File: src/rtl/apb_master.sv
`default_nettype none
// +--------------------------------------------------------------------------+
// | apb_master : valid/ready request to APB SETUP/ACCESS initiator.          |
// | Optional APB_MASTER_TIMEOUT_EN ends a transfer after to_c wait cycles.   |
// | Revision  : 1.0                                                          |
// +--------------------------------------------------------------------------+
module apb_master #(
  parameter int a_w  = 8,
  parameter int to_c = 16
) (
  input  logic           pclk,
  input  logic           presetn,
  input  logic           req_valid,
  output logic           req_ready,
  input  logic [a_w-1:0] req_addr,
  input  logic           req_we,
  input  logic [31:0]    req_wdata,
  input  logic [3:0]     req_wstrb,
  output logic           resp_valid,
  output logic [31:0]    resp_rdata,
  output logic           resp_err,
  output logic [a_w-1:0] paddr,
  output logic           psel,
  output logic           penable,
  output logic           pwrite,
  output logic [31:0]    pwdata,
  output logic [3:0]     pstrb,
  input  logic [31:0]    prdata,
  input  logic           pready,
  input  logic           pslverr
);

  typedef enum logic [1:0] {
    IDLE   = 2'd0,
    SETUP  = 2'd1,
    ACCESS = 2'd2
  } state_t;

  state_t         state_q, state_d;
  logic [a_w-1:0] paddr_q, paddr_d;
  logic           pwrite_q, pwrite_d;
  logic [31:0]    pwdata_q, pwdata_d;
  logic [3:0]     pstrb_q, pstrb_d;
  logic           resp_valid_q, resp_valid_d;
  logic [31:0]    resp_rdata_q, resp_rdata_d;
  logic           resp_err_q, resp_err_d;
  logic           tmo_hit;

  if (to_c < 1) begin : g_to_c_check
    $error("apb_master: to_c must be >= 1");
  end

`ifdef APB_MASTER_TIMEOUT_EN
  localparam int CW = $clog2(to_c + 1);

  logic [CW-1:0] tmo_cnt_q, tmo_cnt_d;

  // Held at zero in IDLE so every SETUP starts with a fresh count.
  always_comb begin
    tmo_cnt_d = tmo_cnt_q;
    if (state_q == IDLE) begin
      tmo_cnt_d = '0;
    end else if (state_q == ACCESS && !pready) begin
      tmo_cnt_d = tmo_cnt_q + 1'b1;
    end
  end

  always_ff @(posedge pclk) begin
    if (!presetn) begin
      tmo_cnt_q <= '0;
    end else begin
      tmo_cnt_q <= tmo_cnt_d;
    end
  end

  assign tmo_hit = (state_q == ACCESS) && !pready && (tmo_cnt_q == CW'(to_c - 1));
`else
  assign tmo_hit = 1'b0;
`endif

  always_comb begin
    state_d      = state_q;
    paddr_d      = paddr_q;
    pwrite_d     = pwrite_q;
    pwdata_d     = pwdata_q;
    pstrb_d      = pstrb_q;
    resp_valid_d = 1'b0;
    resp_rdata_d = resp_rdata_q;
    resp_err_d   = resp_err_q;
    case (state_q)
      IDLE: begin
        if (req_valid) begin
          state_d  = SETUP;
          paddr_d  = req_addr;
          pwrite_d = req_we;
          pwdata_d = req_wdata;
          pstrb_d  = req_we ? req_wstrb : 4'b0000;
        end
      end
      SETUP: begin
        state_d = ACCESS;
      end
      ACCESS: begin
        // pready takes priority over a timeout reached on the same cycle.
        if (pready) begin
          state_d      = IDLE;
          resp_valid_d = 1'b1;
          resp_rdata_d = pwrite_q ? 32'h0 : prdata;
          resp_err_d   = pslverr;
        end else if (tmo_hit) begin
          state_d      = IDLE;
          resp_valid_d = 1'b1;
          resp_rdata_d = 32'h0;
          resp_err_d   = 1'b1;
        end
      end
      default: begin
        state_d = IDLE;
      end
    endcase
  end

  always_ff @(posedge pclk) begin
    if (!presetn) begin
      state_q      <= IDLE;
      paddr_q      <= '0;
      pwrite_q     <= 1'b0;
      pwdata_q     <= 32'h0;
      pstrb_q      <= 4'h0;
      resp_valid_q <= 1'b0;
      resp_rdata_q <= 32'h0;
      resp_err_q   <= 1'b0;
    end else begin
      state_q      <= state_d;
      paddr_q      <= paddr_d;
      pwrite_q     <= pwrite_d;
      pwdata_q     <= pwdata_d;
      pstrb_q      <= pstrb_d;
      resp_valid_q <= resp_valid_d;
      resp_rdata_q <= resp_rdata_d;
      resp_err_q   <= resp_err_d;
    end
  end

  assign req_ready  = (state_q == IDLE);
  assign psel       = (state_q != IDLE);
  assign penable    = (state_q == ACCESS);
  assign paddr      = paddr_q;
  assign pwrite     = pwrite_q;
  assign pwdata     = pwdata_q;
  assign pstrb      = pstrb_q;
  assign resp_valid = resp_valid_q;
  assign resp_rdata = resp_rdata_q;
  assign resp_err   = resp_err_q;

endmodule
`default_nettype wire

File: config.mk
export PLATFORM = sky130hd
export DESIGN_NAME = apb_master
export DESIGN_NICKNAME = d
export VERILOG_FILES = /design/src/rtl/apb_master.sv
export SDC_FILE = /design/constraint.sdc
export NUM_CORES = 1
export LEC_CHECK = 0
export ABC_AREA = 1
export CAP_MARGIN = 20
export CELL_PAD_IN_SITES_DETAIL_PLACEMENT = 0
export CELL_PAD_IN_SITES_GLOBAL_PLACEMENT = 1
export CORE_ASPECT_RATIO = 1.75
export CORE_MARGIN = 2
export CORE_UTILIZATION = 24
export DETAILED_ROUTE_END_ITERATION = 7
export PLACE_DENSITY = 0.77
export RECOVER_POWER = 50
export SYNTH_ARGS = -nofsm -noshare
export SYNTH_HDL_FRONTEND = slang
export SYNTH_SLANG_ARGS = --single-unit
File: constraint.sdc
create_clock -name pclk -period 1.1 [get_ports pclk]
set_input_delay 0.22 -clock pclk [delete_from_list [all_inputs] [get_ports pclk]]
set_output_delay 0.22 -clock pclk [all_outputs]
set_load 0.05 [all_outputs]
Word level (Yosys, flattened, before mapping):

Cells that the tools add are included.

* bits in registers: 81
* input port bits: 82
* output and inout bits: 82
* logic and storage cells: 24

* equal/unequal tests: 4
* muxes and demuxes: 6
* reductions and logical operators: 6

Operators with widths (number)
* 32-bit 2-to-1 mux: 1
* 2-bit AND reduction: 4
* 2-bit one-hot mux with 3 select lines: 1
* 2-bit 2-to-1 mux: 2
* 4-bit 2-to-1 mux: 1
* 2-bit by 1-bit == test with 1-bit output, second input constant: 1
* 2-bit == test, second input constant: 1
* 2-bit zero test: 1
* 2-bit by 1-bit != test with 1-bit output, second input constant: 1
* 2-bit != test, second input constant: 1
* 2-bit nonzero test: 1
* 1-bit 2-to-1 mux: 1

Depth between registers and ports, before layout:

* depth in word-level cells: 3
* mapped depth: 6
* gate-level depth less buffers: 5

Least setup slack after synthesis:

OpenSTA, ideal clock, no wires.

* path kind: reg-to-reg
* from: reg state_q[1]
* to: reg resp_rdata_q[10] (netlist: resp_rdata[10])
* setup time: 0.069 ns
* arrival time: 1.361 ns
* required time: 1.031 ns
* setup slack: -0.330 ns
* stages on the path, launching flop included: 6
* path buffers: 1
* clock period less this slack: 1.430 ns
* path through: dfxtp_1 -> inv_2 -> nor2_2 -> nand3_2 -> buf_2 -> o21ai_1

* cells in the longest elaborated chain, start to end: 2

RTL lines
* from (decl): line 39 `state_t state_q, state_d;`
* from (signal assigned): line 134 `state_q <= state_d;`
* 2-bit == test
* named net penable: line 24 `output logic penable,`
* 2-bit AND reduction (no line)
* to (signal assigned): line 140 `resp_rdata_q <= resp_rdata_d;`
* to (decl): line 45 `logic [31:0] resp_rdata_q, resp_rdata_d;`

The timed path passes the listed nets, and every way through them passes these cells.
A chain may end at the register's enable or synchronous reset.

Worst setup path after layout:

* from: reg state_q[0]
* to: out penable

* cells in the longest elaborated chain, start to end: 1

RTL lines
* 2-bit == test: line 147 `assign penable = (state_q == ACCESS);`
* to (decl): line 24

No other way between the ends.

==> metrics.md <==
| Metric | Value |
|---|---|
| CP dominant cell by count | `buf_12` |
| Final setup fails | `83` |
| Initial core utilization | `0.244` |
| RSZ-0062 raised after global routing | `true` |
| Hold endpoint | `resp_rdata[28]` |
| Hold path cells | `3` |
| Final ANT Viol Nets | `0` |
| Crit-path max FO | `3` |
| Register area | `1720 um^2` |
| Worst Clk Skew | `6.93 ps` |
| Vias in the first global route | `3445` |
| Total track usage | `0.160` |
| Fin nets | `678` |
| Crit path max-delay family | `flip-flops` |
| Status | `finished with violations` |
| Slew @ Worst Pin | `313 ps` |
| Mapped Area | `3140 um^2` |
| Met3 Wirelength | `664 um` |
| Sequential fraction of the synthesis area | `0.516` |
| #FFs+latches synth | `81` |
| Vias per std cell | `4.50` |
| Clk buf depth | `2` |
| Uppermost layer routed | `met4` |
| First-pass GRT wire length | `17800 um` |
| Worst Path Required | `880 ps` |
| CP startpoint kind | `flop` |
| Synth area leader | `dfxtp_1` |
| R2R Setup Slk | `-260 ps` |
| Max cap viols | `0` |
| Critical path class | `flop to output port` |
| Met2 wire len | `6780 um` |
| ANT cells | `0` |
| Worst path slowest cell | `dfxtp_4` |
| Total number of vias | `3466` |
| Fmax | `730 MHz` |
| Crit. End Element | `output port` |
| Yosys top cell area share | `0.516` |
| Slowest Stage Delay on Critical Path | `360 ps` |
| Final Hold Viols | `0` |
| Clock tree sinks | `81` |
| Failing checks | `negative setup slack` |
| Hold Path Origin | `presetn` |
| Wl on met1 | `3960 um` |
| Post-DP HPWL | `7770 um` |
| Min-delay worst type | `input pin to flop` |
| Largest net degree at the start of global routing | `49` |
| Reg2reg path depth | `9` |
| Power, Total | `9150 uW` |
| Worst r2r src | `state_q[0]` |
| Final wirelength | `11600 um` |
| Residual DRC | `0` |
| Initial drt markers | `79` |
| Row cnt | `55` |
| Multi-input gate area | `1540 um^2` |
| Largest vdd supply drop | `837 uV` |
| Final worst slack | `-270 ps` |
| Buf+Inv Stages, Crit Path | `3` |
| # port buffers | `163` |
| DIE WIDTH | `90.5 um` |
| Syn Nets | `492` |
| Clk slew on worst S/H paths | `60 ps` |
| Pre-CTS WS | `-305 ps` |
| Slew Limit Fails | `0` |
| Wire per inst | `15.1 um` |
| Leakage | `0.00285 uW` |
| Antenna violations before repair | `0` |
| CTS Buf Count | `9` |
| Synth cell types | `18` |
| FF-to-FF End | `pwdata[28]` |
| Critical path arrival | `1150 ps` |
| Synth-to-Final Area Change | `115%` |
| Die Span Y | `155 um` |
| Routability cong. | `0.708` |
| Clk root buf | `clkbuf_16` |
| Cts hold-fix bufs | `0` |
| GRT overflow | `0` |
| Mapped Cells | `410` |
| Filler cells | `1190` |
| IO Pins | `164` |
| Tcrit/Tclk final | `1.25` |
| Top post-synthesis cells by area | `dfxtp_1 52%, nand2_1 9.9%, nor2_1 9.9%, nand3b_1 9.6%, nand3_1 6.2%` |
| Post-layout min period | `1370 ps` |
| Fraction of layout cells with a size suffix above 1 | `0.447` |
| Relative slew slack | `0.791` |
| CTS tree | `done` |
| Worst-Skew Late Latency | `330 ps` |
| First-pass DRT Iterations | `4` |
| H-tree depth | `3` |
| Area of the die | `14100 um^2` |
| PD cells | `1360 nW/um^2` |
| Yosys warns | `0` |
| Total core area | `12900 um^2` |
| Crit-path cells | `buf_6 > nor2_4 > buf_12 > buf_12` |
| Average cell area after synthesis | `7.66 um^2` |
[flip-flops by register name (all words and copies together) (netlist names)]
register / cells
resp_rdata: 32
pwrite: 1
paddr: 8
state_q: 2
pwdata: 32
pstrb: 4
resp_valid: 1
resp_err: 1
[power by group]
part	switching (uW)	internal (uW)	leakage, uW	total (uW)
clock	1100	1780	0.000144	2880
sequential	203	3160	0.000694	3360
combinational	1410	1500	0.00201	2910
[logic make-up (layout without fill, tap and decap cells)]
logic type	Yosys count	in the layout	share of synthesized area
and+or+nand+nor	250	250	0.367
buffers and inverters	41	230	0.0566
DFF	81	81	0.516
AOI/OAI and AO/OA	38	38	0.0605
[cell usage in the layout, fill, tap and decap left out, types with 3 or more instances in the layout]
| master | count |
|---|---|
| buf_4 | 13 |
| nand2_2 | 4 |
| buf_16 | 6 |
| o21ai_2 | 13 |
| nor2_2 | 22 |
| dfxtp_4 | 4 |
| clkbuf_16 | 10 |
| clkdlybuf4s50_1 | 79 |
| inv_1 | 8 |
| o21ai_1 | 19 |
| nand2_1 | 78 |
| nand3_1 | 39 |
| buf_8 | 6 |
| nor2_1 | 56 |
| buf_12 | 65 |
| buf_6 | 4 |
| a21oi_2 | 3 |
| clkinv_2 | 3 |
| clkbuf_8 | 31 |
| dfxtp_2 | 70 |
| nor2_4 | 7 |
| a21oi_1 | 3 |
| dfxtp_1 | 7 |
| nand3b_1 | 40 |
[how the worst max path moves through the flow]
stage	slack [ps]	to	from	cells after the start
6_report	-270	penable	state_q[0]	4
3_3_place_gp	-260	pwrite	req_valid	4
4_1_cts	-290	penable	state_q[0]	4
5_1_grt	-320	pwdata[0]	state_q[0]	9
3_5_place_dp	-310	pwrite	req_valid	4
2_1_floorplan	-70	resp_rdata[10]	state_q[1]	5
[per-stage QoR]
step	util	cell area, um^2	hold slack (ps)	instances	TNS (ps)
after floorplan	-	3180	370	410	-2650
after global placement	0.460	5920	476	733	-17250
after detailed placement	0.460	5920	491	733	-20040
after CTS	0.522	6720	231	765	-9430
after global routing	0.524	6740	264	770	-20370
final	0.524	6740	255	770	-16090
[synth_stat cells]
master / count
o21ai_0: 3
nand3_2: 1
nand2_1: 83
inv_2: 2
nor2_1: 83
nand3b_1: 40
clkbuf_1: 5
buf_1: 9
buf_4: 1
a21oi_1: 6
nor3_1: 1
inv_1: 8
o21ai_1: 29
nor2_2: 2
nand2_2: 1
buf_2: 16
nand3_1: 39
dfxtp_1: 81
[area by class of cell]
type / instances / share of cell area
Sequential cell: 81 / 0.256
Multi-Input combinational cell: 288 / 0.228
Inverter: 10 / 0.00631
Clock buffer: 10 / 0.0354
Timing Repair Buffer: 206 / 0.436
Tap cell: 171 / 0.0317
Clock inverter: 4 / 0.00668
[repair_timing]
action                                  in CTS  in global routing
gates cloned                                 7                  1
resized for setup                           81                 87
buffers inserted                            12                  6
endpoints found under the setup margin      99                117
pin swaps                                   34                 10
[layer usage]
| metal | global-route usage | up-vias |
|---|---|---|
| met5 | 0 | - |
| met4 | 0.0476 | 0 |
| met3 | 0.0475 | 13 |
| met2 | 0.319 | 114 |
| met1 | 0.155 | 1640 |
| li1 | - | 1699 |
[worst min-delay path, cell delays in order]
cell,delay (ps)
buf_2,160
nand3_1,110
o21ai_2,50
Note: power is estimated with default switching activity, not from simulation.
